$ cat config.mk
export PLATFORM = sky130hd
export DESIGN_NAME = bcd_timer_param
export DESIGN_NICKNAME = d
export VERILOG_FILES = /design/src/rtl/bcd_timer_param.sv
export SDC_FILE = /design/constraint.sdc
export NUM_CORES = 1
export LEC_CHECK = 0
export ABC_AREA = 1
export BUFFER_PORTS_ARGS = -buffer_cell sky130_fd_sc_hd__buf_2
export CORE_MARGIN = 10
export CORE_UTILIZATION = 45
export DETAILED_ROUTE_END_ITERATION = 10
export PLACE_DENSITY_LB_ADDON = 0.25
export SLEW_MARGIN = 5
export SYNTH_ARGS = -nofsm -noshare
export SYNTH_HDL_FRONTEND = slang
export SYNTH_SLANG_ARGS = --single-unit
$ cat constraint.sdc
create_clock -name clk -period 4.8 [get_ports clk]
set_input_delay 0 -clock clk [delete_from_list [all_inputs] [get_ports clk]]
set_output_delay 0 -clock clk [all_outputs]
set_load 0.01 [all_outputs]
$ cat src/rtl/bcd_timer_param.sv
// ---------------------------------------------------------------------------
// BcdTimerParam: divider followed by a two-digit BCD timer with a settable
// modulus.
//
// Falling edges of a slow source strobe are counted. Every DIV of them
// produces a one-cycle tick, and each tick moves a modulo-MOD BCD counter up
// or down by one. Several of these blocks can be chained through the carry
// pulse to build stopwatch, clock and countdown chains.
//
// Parameters
//   DIV    source falling edges per counter step (1..65535)
//   counter modulus, given by the modulus parameter (2..100); the count
//          runs from 0 up to one below the modulus
//   DIV_W  divider counter width, derived from DIV
//
// Ports
//   clk         system clock, everything on the rising edge
//   reset_n     asynchronous reset, active low
//   clk_source  source strobe level; its falling edges are counted
//   enable      1 = divider and counter run, 0 = both hold
//   up_down     1 = count up, 0 = count down
//   load        synchronous load of load_bcd10/load_bcd1
//   load_bcd1   units digit to load
//   load_bcd10  tens digit to load
//   clear       synchronous clear, wins over load
//   bcd1        units digit
//   bcd10       tens digit
//   tick        one-cycle pulse when the divider wraps
//   carry       one-cycle pulse when the counter wraps in either direction
//   at_zero     combinational, high while the count reads 00
// ---------------------------------------------------------------------------
module bcd_timer_param #(
   parameter int unsigned DIV   = 1000,
   parameter int unsigned MOD   = 60,
   parameter int unsigned DIV_W = $clog2(DIV + 1)
) (
   input  logic       clk,
   input  logic       reset_n,
   input  logic       clk_source,
   input  logic       enable,
   input  logic       up_down,
   input  logic       load,
   input  logic [3:0] load_bcd1,
   input  logic [3:0] load_bcd10,
   input  logic       clear,
   output logic [3:0] bcd1,
   output logic [3:0] bcd10,
   output logic       tick,
   output logic       carry,
   output logic       at_zero
);

   localparam logic [DIV_W-1:0] DIV_LAST = DIV_W'(DIV - 1);
   localparam logic [3:0]       MAX_ONES = 4'((MOD - 1) % 10);
   localparam logic [3:0]       MAX_TENS = 4'((MOD - 1) / 10);
   localparam logic [7:0]       MOD_BIN  = 8'(MOD);

   logic             srcSync1_q, srcSync2_q, srcSync3_q;
   logic             srcNedge;
   logic [DIV_W-1:0] divCnt_q, divCnt_d;
   logic             tick_q, tick_d;
   logic             carry_q, carry_d;
   logic [3:0]       bcd1_q, bcd1_d;
   logic [3:0]       bcd10_q, bcd10_d;
   logic [7:0]       loadBin;
   logic             loadValid;
   logic             atMax;
   logic             atZero;

   // The source strobe is asynchronous to clk, so it goes through two
   // synchroniser flops before a third flop delays it by one cycle; the
   // falling edge is then the cycle where the delayed copy is still high
   // and the synchronised copy has already dropped.
   always_ff @(posedge clk or negedge reset_n) begin
      if (!reset_n) begin
         srcSync1_q <= 1'b0;
         srcSync2_q <= 1'b0;
         srcSync3_q <= 1'b0;
      end else begin
         srcSync1_q <= clk_source;
         srcSync2_q <= srcSync1_q;
         srcSync3_q <= srcSync2_q;
      end
   end

   assign srcNedge = srcSync3_q & ~srcSync2_q;

   // A load value is accepted only if both digits are decimal and the value
   // fits below the modulus; anything else falls back to the top count.
   always_comb begin
      loadBin   = 8'(load_bcd10) * 8'd10 + 8'(load_bcd1);
      loadValid = (load_bcd1 <= 4'd9) && (load_bcd10 <= 4'd9) && (loadBin < MOD_BIN);
      atMax     = (bcd10_q == MAX_TENS) && (bcd1_q == MAX_ONES);
      atZero    = (bcd10_q == 4'd0) && (bcd1_q == 4'd0);
   end

   // Next-state logic. Clear beats load, load beats a counter step. The step
   // uses the tick registered on the previous cycle, so it still happens
   // while enable is low; only the divider itself is gated by enable.
   always_comb begin
      divCnt_d = divCnt_q;
      tick_d   = 1'b0;
      carry_d  = 1'b0;
      bcd1_d   = bcd1_q;
      bcd10_d  = bcd10_q;
      if (clear) begin
         divCnt_d = '0;
         bcd1_d   = 4'd0;
         bcd10_d  = 4'd0;
      end else if (load) begin
         divCnt_d = '0;
         bcd1_d   = loadValid ? load_bcd1 : MAX_ONES;
         bcd10_d  = loadValid ? load_bcd10 : MAX_TENS;
      end else begin
         if (enable && srcNedge) begin
            if (divCnt_q == DIV_LAST) begin
               divCnt_d = '0;
               tick_d   = 1'b1;
            end else begin
               divCnt_d = divCnt_q + DIV_W'(1);
            end
         end
         if (tick_q) begin
            if (up_down) begin
               if (atMax) begin
                  bcd1_d  = 4'd0;
                  bcd10_d = 4'd0;
                  carry_d = 1'b1;
               end else if (bcd1_q == 4'd9) begin
                  bcd1_d  = 4'd0;
                  bcd10_d = bcd10_q + 4'd1;
               end else begin
                  bcd1_d  = bcd1_q + 4'd1;
               end
            end else begin
               if (atZero) begin
                  bcd1_d  = MAX_ONES;
                  bcd10_d = MAX_TENS;
                  carry_d = 1'b1;
               end else if (bcd1_q == 4'd0) begin
                  bcd1_d  = 4'd9;
                  bcd10_d = bcd10_q - 4'd1;
               end else begin
                  bcd1_d  = bcd1_q - 4'd1;
               end
            end
         end
      end
   end

   // State register for the divider, the pulses and the two digits.
   always_ff @(posedge clk or negedge reset_n) begin
      if (!reset_n) begin
         divCnt_q <= '0;
         tick_q   <= 1'b0;
         carry_q  <= 1'b0;
         bcd1_q   <= 4'd0;
         bcd10_q  <= 4'd0;
      end else begin
         divCnt_q <= divCnt_d;
         tick_q   <= tick_d;
         carry_q  <= carry_d;
         bcd1_q   <= bcd1_d;
         bcd10_q  <= bcd10_d;
      end
   end

   // Every output comes straight from a register except at_zero.
   assign bcd1    = bcd1_q;
   assign bcd10   = bcd10_q;
   assign tick    = tick_q;
   assign carry   = carry_q;
   assign at_zero = atZero;

endmodule

[After elaboration in Yosys (flattened, before gate mapping)]
Index checks and enable logic that the tools add are counted.
W data, S select, Z words.
Storage, ports and cells
  flip-flop bits (word level): 23
  word-level logic and storage cells: 67
  output and inout bits: 11
Cells by class
  $lt $le $gt $ge: 3
  bitwise operators: 2
  mux-type cells: 32
  add/sub/neg operators: 6
  reductions and logical operators: 11
  equality and inequality tests: 4
  $mul: 1
Operators with widths (number)
  $mux W4: 18
  $mux W10: 4
  $add A10 B1 Y10 const B: 1
  $eq A10 B10 Y1 const B: 1
  $mux W1: 10
  $add A4 B1 Y4 const B: 2
  $add A8 B4 Y8: 1
  $le A4 B4 Y1 const B: 2
  $logic_not A4 Y1: 2
  $lt A8 B6 Y1 const B: 1
  $sub A4 B1 Y4 const B: 2
  $mul A4 B3 Y7 const B: 1
  $reduce_bool A3 Y1: 2
  $logic_and A1 B1 Y1: 5
  $ne A5 B1 Y1 const B: 1
  $reduce_bool A5 Y1: 1
  $eq A4 B3 Y1 const B: 1
  $eq A4 B4 Y1 const B: 1
  $reduce_and A3 Y1: 1
  $and A1 B1 Y1: 1
  $not A1 Y1: 1

[Depth between registers and ports, before layout]
Gate-level depths: netlist of run 1.
  depth in word-level cells: 7
  gate-level depth with buffers: 14
  gate-level depth less buffers: 14

[Worst setup path before layout of run 1]
No wires, ideal clock.
  path type: input-to-reg
  from: input port load_bcd10[1]
  to: register bcd10_q[0], in the netlist bcd10[0]
  arrival: 1.726 ns
  stages: 12
  path slack: 2.954 ns
  data required time: 4.680 ns
  cell sequence: ha_1 -> ha_1 -> fa_1 -> nand2_1 -> nor2_1 -> nand2_1 -> nand3_1 -> nand2_1 -> nor2_4 -> nand3_2 -> o21ai_1 -> nand2_1
On the way
  cells in the longest elaborated chain, start to end: 7
Ends and longest elaborated chain
  start, declared: RTL line 44  | input logic [3:0] load_bcd10,
  $mul A4 B3 Y7: RTL line 91  | loadBin = 8'(load_bcd10) * 8'd10 + 8'(load_bcd1);
  $add A8 B4 Y8: RTL line 91
  $lt A8 B6 Y1: RTL line 92  | loadValid = (load_bcd1 <= 4'd9) && (load_bcd10 <= 4'd9) && (loadBin < MOD_BIN);
  $logic_and A1 B1 Y1 (*): RTL line 92
  $mux W4 (*): RTL line 113  | bcd10_d = loadValid ? load_bcd10 : MAX_TENS;
  $mux W4 (*): RTL line 110  | end else if (load) begin
  $mux W4 (*): RTL line 106  | if (clear) begin
  end signal, assigned: RTL line 158  | bcd10_q <= 4'd0;
  end signal, assigned: RTL line 164  | bcd10_q <= bcd10_d;
  end, declared: RTL line 64  | logic [3:0] bcd10_q, bcd10_d;
Every way passes the cells marked *; elsewhere a longest branch is shown, timed or not.
A chain may end at the register's enable or synchronous reset.

[Worst setup path in the final report of run 1]
  from: input port load_bcd10[1]
  to: register bcd1_q[3], in the netlist bcd1[3]
On the way
  cells in the longest elaborated chain, start to end: 7
Ends and longest elaborated chain
  $mul A4 B3 Y7: RTL line 91
  $add A8 B4 Y8: RTL line 91
  $lt A8 B6 Y1: RTL line 92
  $logic_and A1 B1 Y1 (*): RTL line 92
  $mux W4 (*): RTL line 112  | bcd1_d = loadValid ? load_bcd1 : MAX_ONES;
  $mux W4 (*): RTL line 110
  $mux W4 (*): RTL line 106
  end signal, assigned: RTL line 157  | bcd1_q <= 4'd0;
  end signal, assigned: RTL line 163  | bcd1_q <= bcd1_d;
  end, declared: RTL line 63  | logic [3:0] bcd1_q, bcd1_d;
Marked as above.

==> results of run 1 <==
area by class of cell:
class                      instances  share of cell area [%]
timing repair buffer              27                   6.816
multi-input combinational        202                   54.76
clock buffer                       3                   1.939
sequential                        23                   27.03
clock inverter                     1                  0.2350
inverter                          35                   6.287
tap                               50                   2.938
flip-flops by register name (all words and copies together), names as in the netlist:
signal and flops:
tick 1, srcSync2_q 1, srcSync1_q 1, bcd10 4, divCnt_q 10, srcSync3_q 1, bcd1 4, carry 1
worst min path at each step:
stage	start	slack [ns]	to	cells past startpoint
5_1_grt	clear	0.06	carry	4
3_3_place_gp	reset_n	0.005	bcd1[1]	1
6_report	load_bcd1[0]	0.03	bcd1[0]	4
2_1_floorplan	reset_n	-0.30	bcd10[0]	0
4_1_cts	load_bcd1[0]	0.03	bcd1[0]	4
3_5_place_dp	reset_n	0.003	bcd1[1]	1
cells by family after synthesis:
group                      after synthesis  share of synthesized area, %
and+or+nand+nor                        135                         33.33
DFF                                     23                         30.42
buffers and inverters                   37                         7.936
xor gates and xnor gates                 6                         2.778
AOI/OAI and AO/OA                       46                         14.82
adders and majority gates               15                         10.71
where the power goes:
group / internal [W] / leakage, nW / switching [W] / total, W
clock network: 0.0000579 / 0.0255 / 0.0000631 / 0.000121
logic: 0.0000646 / 0.740 / 0.0000999 / 0.000165
registers: 0.000203 / 0.306 / 0.0000164 / 0.000220
synthesized netlist by cell type:
master	count	area [µm²]
inv_4	1	6.260
xnor2_1	2	17.52
nand2_1	74	277.8
clkinv_1	1	3.750
a21oi_4	1	16.27
nor2_1	17	63.81
inv_2	5	18.77
a211oi_1	1	7.510
xor2_1	4	35.03
nand2_4	1	11.26
inv_1	28	105.1
ha_1	13	162.7
o21ai_0	10	50.05
a211oi_2	1	12.51
o211ai_1	1	7.510
nor3_1	2	10.01
nand3_2	1	10.01
nand2_2	1	6.260
nor2_2	5	31.28
nand3b_1	1	7.510
buf_2	1	5.000
nor4_4	1	21.27
or2_2	6	37.54
nand3_1	17	85.08
a221oi_2	1	15.01
a32oi_1	1	8.760
a21o_1	1	7.510
o22ai_1	4	25.02
o21ai_1	8	40.04
a21oi_1	14	70.07
a21boi_1	1	7.510
or2_1	1	6.260
nor2_4	2	22.52
dfrtp_1	23	575.6
buf_6	1	11.26
fa_1	2	40.04
nand4_1	5	31.28
a31oi_1	2	12.51
and2_4	1	8.760
repair_timing:
item                                    CTS  global route
setup buffers                             0             0
endpoints found under the setup margin    0             0
gates resized for setup                   0             0
hold buffers                              2             0
endpoints found under the hold margin    24             0
per-layer routing:
metal	GRT usage, %	wire, µm	vias to the layer above
met5	0	0	-
met2	19.97	1850	34
li1	-	-	922
met4	2.395	22	0
met3	2.199	158	2
met1	15.66	2091	739
worst register-to-register path: cells and delay by family (launching register included):
kind                     cells  cell delay, ns
AND/OR/NAND/NOR              5            0.59
flip-flops                   1            0.46
AO/OA/AOI/OAI                2            0.32
adder cells (fa/ha/maj)      1            0.22
buffers and inverters        1            0.15
stage by stage:
step	util, %	area, µm²	hold WS, ns
2_1_floorplan	-	1892	-0.2956
4_1_cts	52.86	2130	0.03367
3_3_place_gp	51.21	2063	0.004798
3_5_place_dp	51.21	2063	0.003373
5_1_grt	52.86	2130	0.05566
6_report	52.86	2130	0.03259
==> results.ini, run 1 <==
[critical_path]
worst_ep_arrival_time_ns=2.03
critical_path.endpoint_type=register
crit_path_end=bcd1[3]
path_buf_inv=1
crit_type=in -> reg
crit_cells=13
rr_startpoint=bcd1[0]
r2r_cells=9
worstPathRequired_ns=4.95
cp-startpoint=load_bcd10[1]
r2r_setup_slack_ns=3.01
cp_max_fo=5
path_cells=buf_2 > ha_1 > ha_1 > fa_1 > nand2_1 > nor2_1 > nand2_1 > nand3_1 > nand2_1 > nor2_4 > nand3_2 > o21ai_1 > nand2_1
cpMaxStageDelayCell=fa_1
cpMostUsedCell=nand2_1
cp_top_family=adder cells
critPathLaunchType=input pin
r2r_end=bcd10[1]
slowest_delay_ns=0.54

[routing]
wl_per_cell_um=12.09
drcViolationCount=0
wirelength_mm=4.123
drt_pass1_iterations=4
drt_iter0_drc=107
vias=1697
antenna_left=0
vias_per_cell=4.977

[die]
die_h_um=84.84
initial_core_util_pct=46.96
dieWidth_um=84.84
pin_count=26
die_area_mm2=0.007198
floorplan.rows=23
core_area_mm2=0.004029

[synthesis]
yosysSeqAreaShare_pct=30.42
synth_cell_types=39
syn_area_per_cell_um2=7.221
syn-num-nets=292
synth_seq_cells=23
synth_cells=262
ys_warn_count=0
syn_area_mm2=0.001892

[place]
dp_cells=335
dp_hpwl_mm=3.416
place_ws_ns=2.656
portBuffers=25
gp_congestion=0.8456

[global_routing]
grt_pass1_wl_mm=7.534
grt_pass1_vias=1688
grt_max_degree=24
grt_antenna_before_repair=0
grt_use_total_pct=11.96
overflow=0

[sta]
setup_tns_ns=0
tightest_slew_ns=0.5070
final-setup-viol-count=0
finalMaxSlewViolations=0
period_share_pct=39.06
period_minus_slack_ns=1.875
rsz0062_at_grt=no
relSlewSlack_pct=66.20
finalWorstSetupSlack_ns=2.925
max_freq_mhz=533.3
finalHoldViolCount=0
fin_skew_ns=0.006564

[clock_tree]
worstSkewPairLatency_ns=0.26
cts_buffers=3
root_buffer=clkbuf_8
cts_max_path_buffers=2
path_clk_slew_ns=0.08
cts_tree=yes
htree_levels=1
clock_sinks=23

[layout]
multi_input_area_mm2=0.001166
layout_common_cells=74 x nand2_1, 28 x inv_1, 25 x buf_2
final_cells=341
fin_nets=322
fillers=412
ff_latch_area_um2=575.6
syn2layout_area_growth_pct=12.57
insertedDiodeCount=0
final_layout_size_suffix_gt1_share_pct=19.24
mostFrequentLayoutCell=nand2_1

[run_status]
status=completed

[power]
power_density_mw_per_mm2=237.3
ir_worst_vdd_mv=0.1084
p_leak_nw=1.072
total_power_w=0.0005053

[job]
max_cap_viol_count=0

[min_path]
hold_class=in -> reg

No activity file was read; power rests on OpenSTA's default activity.
==> inputs of run 2 (changes only) <==
==> constraint.sdc (replaced) <==
create_clock -name clk -period 1.92 [get_ports clk]
set_input_delay 0 -clock clk [delete_from_list [all_inputs] [get_ports clk]]
set_output_delay 0 -clock clk [all_outputs]
set_load 0.01 [all_outputs]
==> results.ini, run 2 (synthesis results as in run 1) <==
[global_routing]
grt_antenna_before_repair=0  ; unchanged
overflow=0  ; unchanged
grt_pass1_wl_mm=7.348  ; -2.5%
grt_pass1_vias=1663  ; -1.5%
grt_use_total_pct=11.80  ; -0.16 points
grt_max_degree=24  ; unchanged

[sta]
holdWs_ns=0.02257  ; -0.01002 ns
fin_skew_ns=0.002603  ; -0.003961 ns
final-setup-viol-count=0  ; unchanged
finalHoldViolCount=0  ; unchanged
period_minus_slack_ns=1.820
max_freq_mhz=549.4
period_share_pct=94.79
finalMaxSlewViolations=0  ; unchanged
relSlewSlack_pct=65.52  ; -0.68 points
tightest_slew_ns=0.5172  ; +0.01025 ns
rsz0062_at_grt=yes

[critical_path]
cp_max_fo=5  ; unchanged
crit_type=in -> reg
worstPathRequired_ns=2.08  ; -2.87 ns
critPathLaunchType=input pin
worst_ep_arrival_time_ns=1.98  ; -0.05 ns
critical_path.endpoint_type=register
r2r_setup_slack_ns=0.15  ; -2.86 ns

[layout]
regMostFlops=divCnt_q
fillers=402  ; -2.4%
layout_common_cells=73 x nand2_1, 28 x inv_1, 23 x dfrtp_1, 23 x buf_2, 16 x nor2_1
fin_nets=327  ; +1.6%
final_layout_size_suffix_gt1_share_pct=23.31  ; +4.1 points
insertedDiodeCount=0  ; unchanged
syn2layout_area_growth_pct=18.65
mostFrequentLayoutCell=nand2_1
largest_reg_flops=10  ; unchanged

[clock_tree]
root_buffer=clkbuf_8
cts_buffers=3  ; unchanged
cts_tree=yes
htree_levels=1  ; unchanged
clock_sinks=23  ; unchanged
worstSkewPairLatency_ns=0.26  ; about the same
path_clk_slew_ns=0.08  ; about the same
cts_max_path_buffers=2  ; unchanged

[routing]
wl_per_cell_um=12.57  ; +4.0%
drt_iter0_drc=102  ; -4.7%
vias_per_cell=5.176  ; +4.0%
drcViolationCount=0  ; unchanged
drt_pass1_iterations=5  ; +1
vias=1791  ; +5.5%
wirelength_mm=4.350  ; +5.5%
antenna_left=0  ; unchanged

[power]
p_leak_nw=1.105  ; +3.1%
ir_worst_vdd_mv=0.3272  ; +200%
total_power_w=0.001310  ; +160%
power_density_mw_per_mm2=583.7  ; +150%

[die]
core_area_mm2=0.004029  ; unchanged
dieWidth_um=84.84  ; unchanged
die_area_mm2=0.007198  ; unchanged
pin_count=26  ; unchanged
floorplan.rows=23  ; unchanged
die_h_um=84.84  ; unchanged
initial_core_util_pct=46.96  ; unchanged

[place]
gp_congestion=0.8748  ; +3.5%
dp_hpwl_mm=3.504  ; +2.6%
portBuffers=25  ; unchanged

[run_status]
status=completed

[job]
max_cap_viol_count=0  ; unchanged

[min_path]
hold_class=in -> reg

## run 2: worst max-delay path, cell delays in order
cell     delay (ns)
buf_8          0.10
ha_4           0.24
ha_4           0.16
fa_1           0.59
nand2_1        0.09
nor2_1         0.10
nand2_1        0.09
nand3_2        0.08
nand2_2        0.06
nor2_4         0.16
nand3_4        0.11
o21ai_2        0.14
nand2_1        0.06
## run 2: where the power goes
part	internal [W]	total, W	switching [W]	leakage [nW]
registers	0.000509	0.000544	0.0000357	0.306
clock network	0.000148	0.000300	0.000152	0.0228
logic	0.000191	0.000466	0.000275	0.776
total	0.000847	0.00131	0.000463	1.11
## run 2: cell type report
type,instances,area (µm²),area share [%]
Sequential cell,23,575.6,25.64
Inverter,35,133.9,5.964
Clock buffer,4,45.04,2.007
Tap cell,50,62.56,2.787
Timing Repair Buffer,32,198.9,8.863
Multi-Input combinational cell,202,1229,54.74
## run 2: final timing paths
kind                               start  cells after the start     endpoint
setup / recovery           load_bcd10[3]                     13      bcd1[3]
hold / removal              load_bcd1[0]                      4      bcd1[0]
setup reg to reg                 bcd1[0]                      9     bcd10[0]
hold reg to reg               srcSync1_q                      0   srcSync2_q
max in group asynchronous        reset_n                      2  divCnt_q[7]
min in group asynchronous        reset_n                      2      bcd1[1]
## run 2: repair_timing
item | CTS | global route
setup buffers | 0 | 0
gates resized for setup | 0 | 18
hold endpoints to repair | 24 | 0
hold buffers | 2 | 0
setup endpoints to repair | 0 | 7
## run 2: per-stage QoR
step / setup slack, ns / utilization, % / instance area, µm² / cells / setup TNS [ns]
floorplan: 0.07365 / - / 1892 / 262 / 0
global placement: -0.1619 / 52.14 / 2101 / 340 / -1.030
detailed placement: -0.2320 / 52.14 / 2101 / 340 / -1.529
CTS: 0.04067 / 53.76 / 2166 / 346 / 0
global route: -0.05151 / 55.71 / 2245 / 346 / -0.07334
finish: 0.09995 / 55.71 / 2245 / 346 / 0
## run 2: layer usage
| layer | vias up | part of all wire [%] | global-route usage, % | wire length, µm |
|---|---|---|---|---|
| li1 | 935 | - | - | - |
| met3 | 4 | 4.8 | 2.103 | 207 |
| met4 | 0 | 1.1 | 3.743 | 48 |
| met5 | - | 0 | 0 | 0 |
| met1 | 812 | 47 | 15.32 | 2048 |
| met2 | 40 | 47 | 19.29 | 2046 |
==> inputs of run 3 (changes only) <==
--- a/config.mk
+++ b/config.mk
@@ -9,6 +9,7 @@
 export BUFFER_PORTS_ARGS = -buffer_cell sky130_fd_sc_hd__buf_2
 export CORE_MARGIN = 10
 export CORE_UTILIZATION = 45
+export CTS_BUF_LIST = sky130_fd_sc_hd__clkbuf_8
 export DETAILED_ROUTE_END_ITERATION = 10
 export PLACE_DENSITY_LB_ADDON = 0.25
 export SLEW_MARGIN = 5
==> results.ini, run 3 (synthesis results as in run 1) <==
[sta]
tightest_slew_ns=0.5168  ; -0.0004460 ns
finalMaxSlewViolations=0  ; unchanged
relSlewSlack_pct=65.55  ; about the same
setup_tns_ns=0  ; unchanged
fin_skew_ns=0.004055  ; +0.001452 ns
period_minus_slack_ns=1.816  ; -0.003741 ns
final-setup-viol-count=0  ; unchanged
period_share_pct=94.60  ; -0.19 points
finalHoldViolCount=0  ; unchanged
max_freq_mhz=550.6  ; +0.21%
rsz0062_at_grt=yes

[die]
die_area_mm2=0.007198  ; unchanged
die_h_um=84.84  ; unchanged
initial_core_util_pct=46.96  ; unchanged
floorplan.rows=23  ; unchanged
dieWidth_um=84.84  ; unchanged
core_area_mm2=0.004029  ; unchanged
pin_count=26  ; unchanged

[routing]
wirelength_mm=4.350  ; unchanged
drcViolationCount=0  ; unchanged
vias=1806  ; +0.84%
antenna_left=0  ; unchanged
drt_pass1_iterations=4  ; -1
wl_per_cell_um=12.57  ; unchanged
vias_per_cell=5.220  ; +0.84%
drt_iter0_drc=102  ; unchanged

[layout]
fillers=402  ; unchanged
final_util_pct=55.71  ; unchanged
regMostFlops=divCnt_q
final_area_mm2=0.002245  ; unchanged
mostFrequentLayoutCell=nand2_1
layout_common_cells=73 x nand2_1, 29 x inv_1, 23 x dfrtp_1, 23 x buf_2, 16 x nor2_1
insertedDiodeCount=0  ; unchanged
multi_input_area_mm2=0.001229  ; unchanged
final_layout_size_suffix_gt1_share_pct=23.31  ; unchanged
syn2layout_area_growth_pct=18.65  ; unchanged
ff_latch_area_um2=575.6  ; unchanged
fin_nets=327  ; unchanged
largest_reg_flops=10  ; unchanged

[global_routing]
overflow=0  ; unchanged
grt_use_total_pct=11.80  ; unchanged
grt_pass1_vias=1663  ; unchanged
grt_pass1_wl_mm=7.348  ; unchanged
grt_antenna_before_repair=0  ; unchanged
grt_max_degree=24  ; unchanged

[job]
max_cap_viol_count=0  ; unchanged

[clock_tree]
htree_levels=1  ; unchanged
path_clk_slew_ns=0.08  ; about the same
post_cts_buffers=0  ; unchanged
worstSkewPairLatency_ns=0.26  ; about the same
cts_tree=yes
root_buffer=clkbuf_8
cts_buffers=3  ; unchanged
clock_sinks=23  ; unchanged
cts_max_path_buffers=2  ; unchanged

[place]
dp_hpwl_mm=3.504  ; unchanged
gp_congestion=0.8748  ; unchanged
placed_area_mm2=0.002101  ; unchanged
portBuffers=25  ; unchanged

[critical_path]
worst_ep_arrival_time_ns=1.98  ; about the same
worstPathRequired_ns=2.08  ; about the same
crit_type=in -> reg
r2r_setup_slack_ns=0.15  ; about the same
cp_max_fo=5  ; unchanged
critical_path.endpoint_type=register
critPathLaunchType=input pin

[power]
total_power_w=0.001305  ; -0.43%
ir_worst_vdd_mv=0.3243  ; -0.86%
power_density_mw_per_mm2=581.2  ; -0.43%
p_leak_nw=1.109  ; +0.38%

[run_status]
status=completed

[min_path]
hold_class=in -> reg

## run 3: changes by cell type in the layout (fill, tap and decap cells not counted)
cell,before,now
clkbuf_1,1,0
inv_1,28,29
## run 3: cell type report
cell class | count | share of cell area [%]
multi-input combinational | 202 | 54.74
sequential | 23 | 25.64
timing repair buffer | 32 | 8.863
inverter | 35 | 5.964
tap | 50 | 2.787
clock buffer | 3 | 1.839
clock inverter | 1 | 0.1672
## run 3: power breakdown
group / internal [W] / switching [W] / leakage (nW) / total, W
logic: 0.000191 / 0.000275 / 0.776 / 0.000466
clock network: 0.000143 / 0.000152 / 0.0269 / 0.000295
registers: 0.000509 / 0.0000357 / 0.306 / 0.000544
## run 3: layer usage
layer	share of wire (%)	GRT usage [%]	vias up
met1	47	15.32	822
li1	-	-	935
met4	0.99	3.743	0
met3	4.9	2.103	4
met2	47	19.29	45
met5	0	0	-
## run 3: per-stage QoR
step	hold WS [ns]	instances	worst slack, ns
after floorplan	-0.2956	262	0.07365
after global placement	0.003434	340	-0.1619
after detailed placement	0.005839	340	-0.2320
after CTS	0.02795	346	0.04067
after global routing	0.04926	346	-0.05151
final	0.02460	346	0.1037
## run 3: worst paths after layout
| kind | startpoint | to | cells after the start |
|---|---|---|---|
| worst min register to register | srcSync1_q | srcSync2_q | 0 |
| max in group asynchronous | reset_n | divCnt_q[3] | 2 |
| worst max-delay path | load_bcd10[3] | bcd1[3] | 13 |
| min in group asynchronous | reset_n | divCnt_q[0] | 2 |
| worst max register to register | bcd1[0] | bcd10[0] | 9 |
| worst min-delay path | load_bcd1[0] | bcd1[0] | 4 |
## run 3: worst max-delay path: stages
cell and delay, ns:
buf_8 0.10, ha_4 0.24, ha_4 0.16, fa_1 0.59, nand2_1 0.09, nor2_1 0.10
nand2_1 0.09, nand3_2 0.08, nand2_2 0.06, nor2_4 0.16, nand3_4 0.11, o21ai_2 0.14
nand2_1 0.06
## run 3: timing repair
action / 4_1_cts / 5_1_grt
hold buffers: 2 / 0
endpoints found under the setup margin: 0 / 7
endpoints found under the hold margin: 24 / 0
gates resized for setup: 0 / 18
